**src/rtl/muldiv_pkg.sv**
```systemverilog
// Shared constants for the MULT/MULTU/DIV/DIVU sequencer: op encodings,
// FSM states and default widths.
package muldiv_pkg;

  localparam int DEFAULT_DATA_W = 32;
  localparam int DEFAULT_ITER   = DEFAULT_DATA_W;
  localparam int DEFAULT_CNT_W  = $clog2(DEFAULT_ITER);

  localparam logic [1:0] OP_MULT  = 2'b00;
  localparam logic [1:0] OP_MULTU = 2'b01;
  localparam logic [1:0] OP_DIV   = 2'b10;
  localparam logic [1:0] OP_DIVU  = 2'b11;

  typedef enum logic [2:0] {
    IDLE = 3'd0,
    PREP = 3'd1,
    CALC = 3'd2,
    FIX  = 3'd3,
    DONE = 3'd4
  } state_t;

  // Bit 0 of the op code distinguishes unsigned (1) from signed (0).
  function automatic logic op_is_signed(input logic [1:0] op);
    return ~op[0];
  endfunction

  function automatic logic op_is_div(input logic [1:0] op);
    return op[1];
  endfunction

endpackage

```
**src/rtl/muldiv_iter_step.sv**
```systemverilog
// One combinational iteration: a shift-add multiply step or a restoring
// divide step on the {hi,lo} accumulator, selected by is_div.
module muldiv_iter_step
  import muldiv_pkg::*;
#(
  parameter int DATA_W = DEFAULT_DATA_W
) (
  input  logic                  is_div,
  input  logic [2*DATA_W-1:0]   acc_i,
  input  logic [DATA_W-1:0]     operand_i,
  output logic [2*DATA_W-1:0]   acc_o
);

  logic [DATA_W:0] mul_sum;
  logic [DATA_W:0] div_trial;

  always_comb begin
    // Multiply: low half holds the remaining multiplier bits; add the
    // multiplicand into the high half when the LSB is set, then shift right
    // keeping the carry.
    mul_sum   = {1'b0, acc_i[2*DATA_W-1:DATA_W]} +
                (acc_i[0] ? {1'b0, operand_i} : {(DATA_W+1){1'b0}});
    // Divide: remainder after the left shift needs DATA_W+1 bits.
    div_trial = acc_i[2*DATA_W-1:DATA_W-1] - {1'b0, operand_i};
    if (is_div) begin
      if (!div_trial[DATA_W])
        acc_o = {div_trial[DATA_W-1:0], acc_i[DATA_W-2:0], 1'b1};
      else
        acc_o = {acc_i[2*DATA_W-2:0], 1'b0};
    end else begin
      acc_o = {mul_sum, acc_i[DATA_W-1:1]};
    end
  end

endmodule

```
**src/rtl/muldiv_sequencer.sv**
```systemverilog
// Iterative MULT/MULTU/DIV/DIVU sequencer driving the HI/LO write path.
// Optional MULDIV_FAST_MUL_EN: single-cycle multiplier for MULT/MULTU.
module muldiv_sequencer
  import muldiv_pkg::*;
#(
  parameter int DATA_W = DEFAULT_DATA_W,
  parameter int ITER   = DATA_W
) (
  input  logic              clk,
  input  logic              resetn,
  input  logic              start_i,
  input  logic [1:0]        op_i,
  input  logic [DATA_W-1:0] src_a_i,
  input  logic [DATA_W-1:0] src_b_i,
  input  logic              cancel_i,
  output logic              busy_o,
  output logic              done_o,
  output logic [DATA_W-1:0] hi_o,
  output logic [DATA_W-1:0] lo_o
);

  localparam int CNT_W = (ITER > 1) ? $clog2(ITER) : 1;
  localparam logic [CNT_W-1:0] CNT_LAST = CNT_W'(ITER - 1);

  state_t              state_reg;
  logic [1:0]          op_reg;
  logic [DATA_W-1:0]   src_a_reg;
  logic [DATA_W-1:0]   src_b_reg;
  logic [DATA_W-1:0]   opnd_reg;
  logic [2*DATA_W-1:0] acc_reg;
  logic [CNT_W-1:0]    cnt_reg;
  logic                sign_a_reg;
  logic                sign_b_reg;
  logic                busy_reg;
  logic                done_reg;
  logic [DATA_W-1:0]   hi_reg;
  logic [DATA_W-1:0]   lo_reg;

  logic                is_signed;
  logic                is_div;
  logic [DATA_W-1:0]   abs_a;
  logic [DATA_W-1:0]   abs_b;
  logic [2*DATA_W-1:0] step_acc;
  logic [2*DATA_W-1:0] fix_acc;

  assign is_signed = op_is_signed(op_reg);
  assign is_div    = op_is_div(op_reg);
  assign abs_a     = (is_signed && src_a_reg[DATA_W-1]) ? -src_a_reg : src_a_reg;
  assign abs_b     = (is_signed && src_b_reg[DATA_W-1]) ? -src_b_reg : src_b_reg;

  muldiv_iter_step #(
    .DATA_W (DATA_W)
  ) u_step (
    .is_div    (is_div),
    .acc_i     (acc_reg),
    .operand_i (opnd_reg),
    .acc_o     (step_acc)
  );

  // Sign restoration: quotient takes sign_a^sign_b, remainder follows the dividend.
  always_comb begin
    fix_acc = acc_reg;
    if (is_signed) begin
      if (is_div) begin
        if (sign_a_reg ^ sign_b_reg)
          fix_acc[DATA_W-1:0] = -acc_reg[DATA_W-1:0];
        if (sign_a_reg)
          fix_acc[2*DATA_W-1:DATA_W] = -acc_reg[2*DATA_W-1:DATA_W];
      end else if (sign_a_reg ^ sign_b_reg) begin
        fix_acc = -acc_reg;
      end
    end
  end

`ifdef MULDIV_FAST_MUL_EN
  logic [2*DATA_W-1:0] ext_a;
  logic [2*DATA_W-1:0] ext_b;
  logic [2*DATA_W-1:0] fast_prod;

  // Extending to full width makes one multiplier serve both signednesses.
  always_comb begin
    ext_a     = {{DATA_W{is_signed & src_a_reg[DATA_W-1]}}, src_a_reg};
    ext_b     = {{DATA_W{is_signed & src_b_reg[DATA_W-1]}}, src_b_reg};
    fast_prod = ext_a * ext_b;
  end
`endif

  always_ff @(posedge clk or negedge resetn) begin
    if (!resetn) begin
      state_reg  <= IDLE;
      op_reg     <= '0;
      src_a_reg  <= '0;
      src_b_reg  <= '0;
      opnd_reg   <= '0;
      acc_reg    <= '0;
      cnt_reg    <= '0;
      sign_a_reg <= 1'b0;
      sign_b_reg <= 1'b0;
      busy_reg   <= 1'b0;
      done_reg   <= 1'b0;
      hi_reg     <= '0;
      lo_reg     <= '0;
    end else if (state_reg != IDLE && cancel_i) begin
      state_reg <= IDLE;
      busy_reg  <= 1'b0;
      done_reg  <= 1'b0;
    end else begin
      done_reg <= 1'b0;
      case (state_reg)
        IDLE: begin
          if (start_i && !cancel_i) begin
            op_reg    <= op_i;
            src_a_reg <= src_a_i;
            src_b_reg <= src_b_i;
            busy_reg  <= 1'b1;
            state_reg <= PREP;
          end
        end
        PREP: begin
          sign_a_reg <= is_signed & src_a_reg[DATA_W-1];
          sign_b_reg <= is_signed & src_b_reg[DATA_W-1];
          cnt_reg    <= '0;
          if (is_div && src_b_reg == '0) begin
            acc_reg   <= {src_a_reg, {DATA_W{1'b1}}};
            done_reg  <= 1'b1;
            state_reg <= DONE;
          end else if (is_div) begin
            acc_reg   <= {{DATA_W{1'b0}}, abs_a};
            opnd_reg  <= abs_b;
            state_reg <= CALC;
          end else begin
            acc_reg   <= {{DATA_W{1'b0}}, abs_b};
            opnd_reg  <= abs_a;
            state_reg <= CALC;
          end
        end
        CALC: begin
`ifdef MULDIV_FAST_MUL_EN
          if (!is_div) begin
            acc_reg   <= fast_prod;
            done_reg  <= 1'b1;
            state_reg <= DONE;
          end else
`endif
          begin
            acc_reg <= step_acc;
            cnt_reg <= cnt_reg + 1'b1;
            if (cnt_reg == CNT_LAST)
              state_reg <= FIX;
          end
        end
        FIX: begin
          acc_reg   <= fix_acc;
          done_reg  <= 1'b1;
          state_reg <= DONE;
        end
        DONE: begin
          hi_reg    <= acc_reg[2*DATA_W-1:DATA_W];
          lo_reg    <= acc_reg[DATA_W-1:0];
          busy_reg  <= 1'b0;
          state_reg <= IDLE;
        end
        default: begin
          busy_reg  <= 1'b0;
          state_reg <= IDLE;
        end
      endcase
    end
  end

  // Result is presented during the DONE cycle itself; a same-cycle cancel hides it.
  assign busy_o = busy_reg;
  assign done_o = done_reg & ~cancel_i;
  assign hi_o   = done_o ? acc_reg[2*DATA_W-1:DATA_W] : hi_reg;
  assign lo_o   = done_o ? acc_reg[DATA_W-1:0]        : lo_reg;

endmodule
```
**config.mk**
```make
export PLATFORM = sky130hd
export DESIGN_NAME = muldiv_sequencer
export DESIGN_NICKNAME = d
export VERILOG_FILES = /design/src/rtl/muldiv_pkg.sv /design/src/rtl/muldiv_iter_step.sv /design/src/rtl/muldiv_sequencer.sv
export SDC_FILE = /design/constraint.sdc
export NUM_CORES = 1
export LEC_CHECK = 0
export ABC_CLOCK_PERIOD_IN_PS = 5900
export BUFFER_PORTS_ARGS = -buffer_cell sky130_fd_sc_hd__buf_2
export CAP_MARGIN = 30
export CORE_MARGIN = 10
export CORE_UTILIZATION = 50
export DETAILED_ROUTE_END_ITERATION = 10
export PLACE_DENSITY = 0.68
export REMOVE_ABC_BUFFERS = 1
export SLEW_MARGIN = 20
export SYNTH_ARGS = -nofsm -noshare
export SYNTH_HDL_FRONTEND = slang
export SYNTH_SLANG_ARGS = --single-unit
```
**constraint.sdc**
```tcl
create_clock -name clk -period 5.9 [get_ports clk]
set_clock_uncertainty 0.1 [all_clocks]
set_input_delay 0.59 -clock clk [delete_from_list [all_inputs] [get_ports clk]]
set_output_delay 0.59 -clock clk [all_outputs]
set_load 0.01 [all_outputs]
```
# Word level (Yosys, flattened, before mapping)
# Cells that the tools add are included.
[totals]
register_bits = 238
input_bits = 70
output_inout_bits = 66
wordCells = 91
[op_classes]
n_addsub = 8
eq_ne = 12
mux = 28
bitwise = 8
reduce_logical = 21
[ops]
columns = ["op", "n"]
rows = [
  ["two-way mux 64 bit", 6],
  ["two-way mux 32 bit", 9],
  ["case mux 64 bit (3 select lines)", 1],
  ["negator 32 bit", 4],
  ["negator 64 bit", 1],
  ["adder 32 x 33 -> 33 bit", 1],
  ["subtractor 33 x 32 -> 33 bit", 1],
  ["logical NOT 32 bit", 1],
  ["two-way mux 3 bit", 4],
  ["inequality test 3 bit (second input constant)", 4],
  ["case mux 3 bit (4 select lines)", 1],
  ["case mux 5 bit (2 select lines)", 1],
  ["AND reduction 2 bit", 5],
  ["equality test 3 x 2 -> 1 bit (second input constant)", 2],
  ["AND reduction 3 bit", 2],
  ["nonzero test 3 bit", 2],
  ["adder 5 x 1 -> 5 bit (second input constant)", 1],
  ["equality test 5 bit (second input constant)", 1],
  ["logical AND 1 bit", 5],
  ["AND reduction 5 bit", 1],
  ["two-way mux 1 bit", 4],
  ["inequality test 2 bit (second input constant)", 2],
  ["inverter 1 bit", 4],
  ["case mux 1 bit (2 select lines)", 2],
  ["10 further kinds", 12],
]

# Depth between registers and ports, before layout
# Gate-level depths: netlist (run 1).
[depth]
word_depth = 6
mapped_depth = 16
depth_no_buf = 14

# Hierarchy
# From an unflattened synthesis (run 1), not the netlist that was laid out.
[hier_totals]
hier_cells = 2141
area_unflattened_um2 = 18951.9
[by_module_without_submodules]
columns = ["module", "n_inst", "cells_each", "area_each_um2", "seq_area_each_um2"]
rows = [
  ["muldiv_sequencer", 1, 1429, 14122.3, 5955.7],
  ["muldiv_iter_step", 1, 712, 4829.6, 0.0],
]

# Worst setup path before layout (run 1)
# No wires, ideal clock.
[synth_timing]
kind = "register to register"
from = "register acc_reg[0]"
to = "register acc_reg[50]"
setup_ps = 126
arrival_ps = 3330
slack_ps = 2344
path_stages_with_launch = 15
path_buffers = 2
synth_period_minus_slack_ps = 3556
path_cell_list = "dfrtp_1 clkbuf_1 inv_1 buf_1 nor2_1 ha_1 o21ai_0 o21bai_1 a2111oi_0 o21ai_0 a21o_1 xor2_1 nor2_1 a21oi_1 a311o_1"
[synth_via]
elab_chain_cells = 5
[synth_rtl]
columns = ["item", "line_no", "text"]
rows = [
  ["start: declaration", "muldiv_sequencer.sv:30", "logic [2*DATA_W-1:0] acc_reg;"],
  ["start signal: assignment", "muldiv_sequencer.sv:124", "acc_reg <= {src_a_reg, {DATA_W{1'b1}}};"],
  ["start signal: assignment", "muldiv_sequencer.sv:128", "acc_reg <= {{DATA_W{1'b0}}, abs_a};"],
  ["start signal: assignment", "muldiv_sequencer.sv:132", "acc_reg <= {{DATA_W{1'b0}}, abs_b};"],
  ["negator 64 bit", "muldiv_sequencer.sv:70", "fix_acc = -acc_reg;"],
  ["two-way mux 64 bit", "muldiv_sequencer.sv:69", "end else if (sign_a_reg ^ sign_b_reg) begin"],
  ["two-way mux 64 bit", "muldiv_sequencer.sv:64", "if (is_div) begin"],
  ["two-way mux 64 bit", "muldiv_sequencer.sv:63", "if (is_signed) begin"],
  ["case mux 64 bit (3 select lines) *", "muldiv_sequencer.sv:109", "case (state_reg)"],
]
# Mark *: on every way between the ends. The rest lies on a longest branch, timed or not. The select of a mux whose other input is x is not followed.
# A chain may end at the register's enable or synchronous reset.

# Final worst setup path (run 1)
[layout_timing]
from = "register acc_reg[31]"
to = "register acc_reg[36]"
# The elaborated chain is that of the path after synthesis.

==> flow_summary.yaml, run 1 <==
yosys:
  synth-edff-count: 0
  yosysUniqueCellTypes: 82
  synth_area_mm2: 0.0183
  synth_top_cell_by_area: "dfrtp_1"
  syn_avg_cell_area_um2: 8.52
  ys_top_cells_by_count: "dfrtp_1 (238), nand2_1 (202), o21ai_0 (201), nor2_1 (200), mux2_2 (188)"
  synthArstFlopShare: 1.00
  netlist.area_leader.share: 0.326
  yosysWarnings: 0
  ys_ff_latch: 238
  synthTopCellsByArea: "dfrtp_1 (33%), mux2_2 (12%), o21ai_0 (5.5%)"
  seq_area_frac_synth: 0.326
  syn_inst: 2142
  yosysMostFrequentCell: "dfrtp_1"
  synth_ff_type: "dfrtp_1"
floorplan:
  die_y_um: 211
  dieArea_mm2: 0.0446
  core_area_mm2: 0.0358
  num_rows: 69
  num_io_pins: 136
  initial_core_util: 0.510
  die_w_um: 211
clock_tree:
  cts_tree: "built"
  htreeDepth: 1
  cts_resized: 0
  cts-buffers-inserted: 29
  cts_hold_buffers: 0
  cts-root-buf: "clkbuf_16"
  cts_setup_buffers: 0
  clock_path_buffers: 3
  clkSlewWorstSetupHoldPaths_ns: 0.06
  clk_latency_ns: 0.58
  cts.sinks: 238
status:
  outcome: "finished, final reports clean"
routing:
  drc: 0
  routed_via_density: 6.31
  vias: 16900
  wl_per_cell_um: 22.5
  drtAntennaViolNets: 0
  drt_wl_total_mm: 60.4
  dr.first_iter.drc_count: 1857
  drtPass1Iterations: 6
critical_path:
  crit_slowest_cell: "xor2_4"
  path_cells: "inv_1 -> ha_1 -> fa_1 -> nand2b_1 -> a21oi_1 -> o21ai_1 -> a21oi_1 -> a31oi_1 -> o31ai_1 -> xor2_4 -> buf_4 -> mux2i_1 -> a211o_1 -> a21oi_1"
  critPathArrivalTime_ns: 5.17
  cp_num_buf_inv: 2
  path_class: "flop to flop"
  cp_top_family: "compound AO/OA/AOI/OAI gates"
  cpPeakStageDelay_ns: 0.74
  critical_path.most_common_cell: "a21oi_1"
  cp_max_fo: 23
  cp-end-kind: "flop"
  critical_path_required_ns: 6.30
  start_kind: "flop"
place:
  place_inst: 2626
  dp_hpwl_mm: 44.0
  gp_congestion: 0.951
  port_buffers: 135
  place_area_mm2: 0.0193
global_route:
  top_usage_layer: "met2"
  met3_usage: 0.0383
  gr-usage-met1: 0.368
  antenna_found_initial: 1
  grt_pass1_vias: 16200
  overflow: 0
  grt.total_usage: 0.264
  grt_pass1_wl_mm: 93.8
  grt_start_max_net_pins: 121
  grtUsageMet2: 0.409
sta:
  min_period_ns: 4.77
  max_freq_mhz: 210
  finalCritPeriodShare: 0.808
  rsz0062_at_grt: "no"
  setup_viol_count_final: 0
  finalMaxSlewViolations: 0
  max_slew_margin: 0.342
  worstMarginPinSlew_ns: 0.988
  hold_viol_final: 0
cells_and_area:
  n_antenna_cell: 0
  drive_gt1_frac: 0.202
  design_area_mm2: 0.0204
  final_nets: 2339
  stdcell_count: 2681
  area_growth_pct: 11.8
  fin_util: 0.570
  largest_reg_flops: 64
min_path:
  holdCritPathClass: "input pin to asynchronous set/reset pin"
run:
  drv_cap: 0
pwr:
  ir_drop_mv: 0.267
  power_density_mw_per_mm2: 449
  p_leak_uw: 0.00931
[path summary, 6_finish.rpt]
kind,from,end,slack (ns),cells after the start
min in group clk,src_a_i[23],src_a_reg[23]$_DFFE_PN0P_,0.14,2
worst min-delay path,resetn,src_b_reg[7]$_DFFE_PN0P_,0.02,1
worst min register to register,opnd_reg[17]$_DFFE_PN0P_,opnd_reg[17]$_DFFE_PN0P_,0.38,2
max in group asynchronous,resetn,op_reg[1]$_DFFE_PN0P_,4.44,2
worst max register to register,acc_reg[31]$_DFFE_PN0P_,acc_reg[36]$_DFFE_PN0P_,1.13,14
worst max-delay path,acc_reg[31]$_DFFE_PN0P_,acc_reg[36]$_DFFE_PN0P_,1.13,14
[stage by stage]
step | hold WS [ns] | TNS, ns | power, uW | worst slack (ns)
finish | 0.0207 | 0 | 9170 | 1.13
global route | 0.101 | 0 | 9760 | 0.892
CTS | 0.0594 | 0 | 9090 | 1.19
detailed placement | 0.370 | 0 | 7120 | 1.24
global placement | 0.366 | 0 | 7020 | 1.28
floorplan | 0.194 | -284.50 | 5770 | -2.50
[per-layer routing]
| metal | wire (um) | up-vias | share of wire |
|---|---|---|---|
| met1 | 26400 | 8148 | 0.44 |
| met5 | 0 | - | 0 |
| met3 | 4940 | 141 | 0.082 |
| met4 | 2280 | 0 | 0.038 |
| met2 | 26700 | 780 | 0.44 |
| li1 | - | 7850 | - |
[logic make-up (layout without fill, tap and decap cells)]
logic type	Yosys count	in the layout	synth area share
fa+ha+maj	72	72	0.0502
buf+inv	205	283	0.0433
mux	246	246	0.148
simple gates	634	634	0.163
xor+xnor	126	126	0.0605
flops	238	238	0.326
compound gates	621	621	0.209
[power breakdown]
group          total (uW)  internal [uW]  switching, uW  leakage, uW
Clock                1950           1160            785     0.000501
Sequential           2800           2040            756      0.00305
Combinational        4420           1800           2620      0.00577
Total                9170           5010           4160      0.00931
[cell type report]
cell class / instances / area (um^2)
clock inverter: 18 / 218
fill: 3275 / 15400
clock buffer: 36 / 822
tap: 461 / 577
multi-input combinational: 1699 / 11600
timing repair buffer: 169 / 1030
sequential: 238 / 5960
inverter: 60 / 225
[layout by cell type (no fill, tap or decap), drive strengths merged, types with 19 or more instances in the layout]
master,instances
a211oi,20
a21o,29
a21oi,173
buf,169
clkbuf,36
dfrtp,238
ha,70
inv,61
mux2,188
mux2i,58
nand2,202
nand3,28
nor2,201
nor2b,19
nor3,54
nor4,23
o21ai,217
o31ai,27
or3,23
xnor2,67
xor2,59
Power figures use the tool's default switching activity.
==> run 2, diff against run 1 <==
--- a/config.mk
+++ b/config.mk
@@ -5,13 +5,13 @@
 export SDC_FILE = /design/constraint.sdc
 export NUM_CORES = 1
 export LEC_CHECK = 0
-export ABC_CLOCK_PERIOD_IN_PS = 5900
+export ABC_CLOCK_PERIOD_IN_PS = 4000
 export BUFFER_PORTS_ARGS = -buffer_cell sky130_fd_sc_hd__buf_2
 export CAP_MARGIN = 30
 export CORE_MARGIN = 10
 export CORE_UTILIZATION = 50
 export DETAILED_ROUTE_END_ITERATION = 10
-export PLACE_DENSITY = 0.68
+export PLACE_DENSITY = 0.71
 export REMOVE_ABC_BUFFERS = 1
 export SLEW_MARGIN = 20
 export SYNTH_ARGS = -nofsm -noshare
==> constraint.sdc (replaced) <==
create_clock -name clk -period 4 [get_ports clk]
set_clock_uncertainty 0.1 [all_clocks]
set_input_delay 0.4 -clock clk [delete_from_list [all_inputs] [get_ports clk]]
set_output_delay 0.4 -clock clk [all_outputs]
set_load 0.01 [all_outputs]
==> flow_summary.yaml, run 2 (synthesis results as in run 1) <==
status:
  outcome: "finished, final reports clean"
cells_and_area:
  n_antenna_cell: 0
  largest_reg_flops: 64
  final_nets: 2456
  final_cell_mix: "dfrtp_1 (237), nand2_1 (200), o21ai_0 (200)"
  fin_util: 0.598
  design_area_mm2: 0.0214
  n_fill_cell: 3087
  area_growth_pct: 17.3
  stdcell_count: 2796
  drive_gt1_frac: 0.211
  final_common_cell: "dfrtp_1"
place:
  dp_slack_ns: -0.0373
  place_inst: 2674
  port_buffers: 135
  dp_hpwl_mm: 45.4
  place_area_mm2: 0.0197
  gp_congestion: 0.972
run:
  drv_cap: 0
floorplan:
  initial_core_util: 0.510
  dieArea_mm2: 0.0446
  core_area_mm2: 0.0358
  num_io_pins: 136
  die_y_um: 211
  num_rows: 69
  die_w_um: 211
routing:
  drtAntennaViolNets: 0
  wl_per_cell_um: 22.5
  dr.first_iter.drc_count: 2151
  drtPass1Iterations: 7
  vias: 17400
  drc: 0
  routed_via_density: 6.23
  drt_wl_total_mm: 62.9
critical_path:
  path_cells: "inv_1 -> buf_12 -> nor2_1 -> ha_1 -> a21oi_1 -> o21ai_0 -> a2111oi_2 -> buf_4 -> o21ai_1 -> a41oi_1 -> buf_4 -> o21ai_0 -> xnor2_1 -> o22ai_1 -> o211ai_1 -> nand3_1"
  path_class: "flop to flop"
  cp_top_family: "compound AO/OA/AOI/OAI gates"
  critical_path_required_ns: 4.36
  crit_slowest_cell: "a2111oi_2"
  critPathArrivalTime_ns: 4.16
  cp_num_buf_inv: 4
  cpPeakStageDelay_ns: 0.44
  start_kind: "flop"
  cp_max_fo: 28
  cp-end-kind: "flop"
clock_tree:
  clock_path_buffers: 3
  clk_latency_ns: 0.59
  cts-root-buf: "clkbuf_16"
  htreeDepth: 1
  clkSlewWorstSetupHoldPaths_ns: 0.06
  cts_tree: "built"
  cts-buffers-inserted: 29
  cts.sinks: 238
global_route:
  grt_pass1_wl_mm: 99.1
  gr-usage-met1: 0.387
  top_usage_layer: "met2"
  antenna_found_initial: 0
  overflow: 0
  grt.total_usage: 0.279
  met3_usage: 0.0460
  grtUsageMet2: 0.437
  grt_pass1_vias: 16900
  grt_start_max_net_pins: 172
pwr:
  internal_power_uw: 7510
  power_density_mw_per_mm2: 643
  power.share.clock: 0.194
  p_sw_uw: 6270
  power_frac_comb: 0.522
  ir_drop_mv: 0.417
  p_leak_uw: 0.00983
  power_frac_seq: 0.284
  p_sw_frac: 0.455
sta:
  max_slew_margin: 0.361
  setup_viol_count_final: 0
  finalMaxSlewViolations: 0
  hold_viol_final: 0
  finalCritPeriodShare: 0.949
  tns_ns: 0
  finalWorstSetupSlack_ns: 0.203
  max_freq_mhz: 263
  worstMarginPinSlew_ns: 0.958
  rsz0062_at_grt: "no"
  min_period_ns: 3.80
min_path:
  holdCritPathClass: "input pin to flop"
-- run 2: per-stage QoR --
| step | hold slack, ns | total power, uW |
|---|---|---|
| finish | 0.0959 | 13800 |
| global route | 0.127 | 14700 |
| CTS | 0.0710 | 13600 |
| detailed placement | 0.374 | 10800 |
| global placement | 0.364 | 10700 |
| floorplan | 0.00441 | 8510 |
-- run 2: worst paths after layout --
kind	start	to	slack, ns	depth (start not counted)
setup / recovery	acc_reg[0]$_DFFE_PN0P_	acc_reg[62]$_DFFE_PN0P_	0.20	16
hold reg to reg	opnd_reg[20]$_DFFE_PN0P_	opnd_reg[20]$_DFFE_PN0P_	0.39	2
setup reg to reg	acc_reg[0]$_DFFE_PN0P_	acc_reg[62]$_DFFE_PN0P_	0.20	16
max in group asynchronous	resetn	hi_reg[22]$_DFFE_PN0P_	2.44	3
min in group asynchronous	resetn	lo_reg[4]$_DFFE_PN0P_	0.40	2
hold / removal	start_i	state_reg[0]$_DFFE_PN0P_	0.1	3
-- run 2: what timing repair did --
item                       4_1_cts  5_1_grt
hold buffers                    68        0
hold endpoints to repair       178        0
gates resized for setup          1        5
pin swaps                        0        1
buffers inserted                 0        1
setup endpoints to repair        2       20
-- run 2: cell type report --
cell class / instances / area [um^2] / area share
tap: 461 / 577 / 0.0269
clock buffer: 40 / 817 / 0.0381
multi-input combinational: 1699 / 11600 / 0.541
clock inverter: 12 / 135 / 0.00631
inverter: 60 / 225 / 0.0105
sequential: 238 / 5960 / 0.278
timing repair buffer: 286 / 2120 / 0.0990
-- run 2: power groups by stage --
stage	sequential, uW	combinational (uW)	clock [uW]
6_report	3910	7190	2680
2_1_floorplan	3760	4750	0
3_3_place_gp	3870	6830	0
3_5_place_dp	3910	6920	0
4_1_cts	3870	7030	2700
5_1_grt	3990	7870	2830
-- run 2: layer usage --
layer	vias up	part of all wire
met5	-	0
met4	0	0.029
met3	116	0.087
met2	789	0.45
met1	8416	0.44
li1	8092	-
-- run 2: worst register-to-register path: stages (launching register included) --
cell	delay, ns
dfrtp_1	0.42
inv_1	0.20
buf_12	0.21
nor2_1	0.09
ha_1	0.33
a21oi_1	0.21
o21ai_0	0.13
a2111oi_2	0.44
buf_4	0.23
o21ai_1	0.18
a41oi_1	0.26
buf_4	0.16
o21ai_0	0.10
xnor2_1	0.26
o22ai_1	0.13
o211ai_1	0.13
nand3_1	0.09
==> run 3, diff against run 2 <==
--- a/config.mk
+++ b/config.mk
@@ -9,9 +9,8 @@
 export BUFFER_PORTS_ARGS = -buffer_cell sky130_fd_sc_hd__buf_2
 export CAP_MARGIN = 30
 export CORE_MARGIN = 10
-export CORE_UTILIZATION = 50
+export CORE_UTILIZATION = 35
 export DETAILED_ROUTE_END_ITERATION = 10
-export PLACE_DENSITY = 0.71
 export REMOVE_ABC_BUFFERS = 1
 export SLEW_MARGIN = 20
 export SYNTH_ARGS = -nofsm -noshare
==> flow_summary.yaml, run 3 (synthesis results as in run 1) <==
critical_path:
  critical_path_required_ns: 4.32
  start_kind: "flop"
  worstRegToRegCells: 15
  path_class: "flop to flop"
  ff2ff_setup_slack_ns: 0.27
  cp_max_fo: 19
  r2r_end: "acc_reg[38]$_DFFE_PN0P_"
  critPathArrivalTime_ns: 4.06
  cp-end-kind: "flop"
  r2r-start: "acc_reg[31]$_DFFE_PN0P_"
routing:
  drc: 0
  wl_per_cell_um: 22.1
  drtAntennaViolNets: 0
  drtPass1Iterations: 5
  dr.first_iter.drc_count: 1547
  vias: 17700
  drt_wl_total_mm: 67.4
  routed_via_density: 5.80
global_route:
  grt_pass1_wl_mm: 103
  grt_pass1_vias: 17400
  overflow: 0
  antenna_found_initial: 0
  grt.total_usage: 0.213
  grt_start_max_net_pins: 107
pwr:
  p_sw_frac: 0.445
  power_density_mw_per_mm2: 659
  p_leak_uw: 0.0100
  ir_drop_mv: 0.326
  internal_power_uw: 8060
  p_sw_uw: 6450
  power_frac_seq: 0.259
  power_uw: 14500
  power.share.clock: 0.218
  power_frac_comb: 0.523
sta:
  worstMarginPinSlew_ns: 0.942
  setup_viol_count_final: 0
  hold_viol_final: 0
  finalCritPeriodShare: 0.934
  min_period_ns: 3.73
  finalMaxSlewViolations: 0
  rsz0062_at_grt: "no"
  max_freq_mhz: 268
  max_slew_margin: 0.372
place:
  port_buffers: 135
  dp_hpwl_mm: 49.6
  gp_congestion: 0.967
  place_inst: 2929
cells_and_area:
  stdcell_count: 3052
  final_cell_mix: "dfrtp_1 (237), nand2_1 (200), nor2_1 (200), o21ai_0 (200), mux2_2 (188)"
  drive_gt1_frac: 0.226
  final_common_cell: "dfrtp_1"
  largest_reg_flops: 64
  area_growth_pct: 20.7
  final_nets: 2490
floorplan:
  die_y_um: 248
  die_w_um: 248
  num_rows: 83
  core_area_mm2: 0.0515
  dieArea_mm2: 0.0617
  num_io_pins: 136
  initial_core_util: 0.354
clock_tree:
  clkSlewWorstSetupHoldPaths_ns: 0.06
  clk_latency_ns: 0.55
  cts.sinks: 238
  cts-root-buf: "clkbuf_16"
  clock_path_buffers: 3
  htreeDepth: 2
  cts_tree: "built"
  cts-buffers-inserted: 34
min_path:
  holdPathEnd: "src_b_reg[3]$_DFFE_PN0P_"
  hold_depth: 2
  holdCritPathClass: "input pin to flop"
  hp-start: "src_b_i[3]"
status:
  outcome: "finished, final reports clean"
run:
  drv_cap: 0
==> run 3: changes by cell type in the layout (fill, tap and decap cells not counted), sizes merged <==
| cell | delta |
|---|---|
| dlygate4sd3 | -8 |
| inv | -2 |
| diode | +1 |
| buf | +37 |
| bufinv | +1 |
| clkbuf | +12 |
| clkinv | -4 |
==> run 3: stage by stage <==
| step | setup slack (ns) | TNS, ns | hold WS [ns] | area [um^2] | util |
|---|---|---|---|---|---|
| final | 0.266 | 0 | 0.0120 | 22000 | 0.428 |
| after global routing | 0.0444 | 0 | 0.00781 | 22000 | 0.428 |
| after CTS | 0.0674 | 0 | 0.000503 | 22000 | 0.426 |
| after detailed placement | 0.103 | 0 | 0.367 | 20200 | 0.392 |
| after global placement | 0.133 | 0 | 0.369 | 20200 | 0.392 |
| after floorplan | -4.40 | -594.56 | 0.00441 | 17700 | - |
==> run 3: worst max-delay path, cell delays in order (launching register included) <==
cell and delay [ns]:
dfrtp_1 0.34, inv_1 0.09, ha_1 0.22, fa_1 0.39, nand2b_1 0.20, a21oi_2 0.21
o21ai_1 0.17, a21oi_2 0.29, a31oi_2 0.17, o31ai_2 0.21, buf_4 0.17, xor2_4 0.20
buf_12 0.21, mux2i_1 0.22, a21oi_1 0.08, or2_2 0.31
==> run 3: routing by layer <==
layer	part of all wire	up-vias	global-route usage
met3	0.075	149	0.0352
met1	0.44	8609	0.287
met5	0	-	0
li1	-	8167	-
met4	0.032	0	0.0772
met2	0.46	766	0.339
==> run 3: layout make-up <==
cell class	instances	area, um^2
flip-flops and latches	238	5960
multi-input cells	1699	11600
clock buffers	52	1040
repair buffers	315	2250
well taps	680	851
clock inverters	7	110
inverters	60	229
fillers	5103	29500
diodes	1	2.50
==> run 3: timing repair <==
| action | in CTS | in global routing |
|---|---|---|
| setup endpoints to repair | 0 | 31 |
| endpoints found under the hold margin | 162 | 0 |
| setup buffers | 0 | 3 |
| gates resized for setup | 0 | 7 |
| hold buffers | 60 | 0 |
==> run 3: power groups by stage <==
stage | clock network, uW | registers (uW) | logic (uW)
6_report | 3170 | 3750 | 7590
5_1_grt | 3320 | 3830 | 8280
4_1_cts | 3240 | 3730 | 7430
3_5_place_dp | 0 | 3760 | 7340
3_3_place_gp | 0 | 3730 | 7260
2_1_floorplan | 0 | 3760 | 4750
==> run 3: how the worst max path moves through the flow <==
stage / start / endpoint / cells after the start / slack (ns)
after floorplan: state_reg[0]$_DFFE_PN0P_ / hi_reg[0]$_DFFE_PN0P_ / 2 / -4.40
after global placement: acc_reg[31]$_DFFE_PN0P_ / acc_reg[38]$_DFFE_PN0P_ / 15 / 0.13
after detailed placement: acc_reg[0]$_DFFE_PN0P_ / acc_reg[63]$_DFFE_PN0P_ / 15 / 0.10
after CTS: acc_reg[0]$_DFFE_PN0P_ / acc_reg[63]$_DFFE_PN0P_ / 15 / 0.07
after global routing: acc_reg[31]$_DFFE_PN0P_ / acc_reg[38]$_DFFE_PN0P_ / 15 / 0.04
final: acc_reg[31]$_DFFE_PN0P_ / acc_reg[38]$_DFFE_PN0P_ / 15 / 0.27
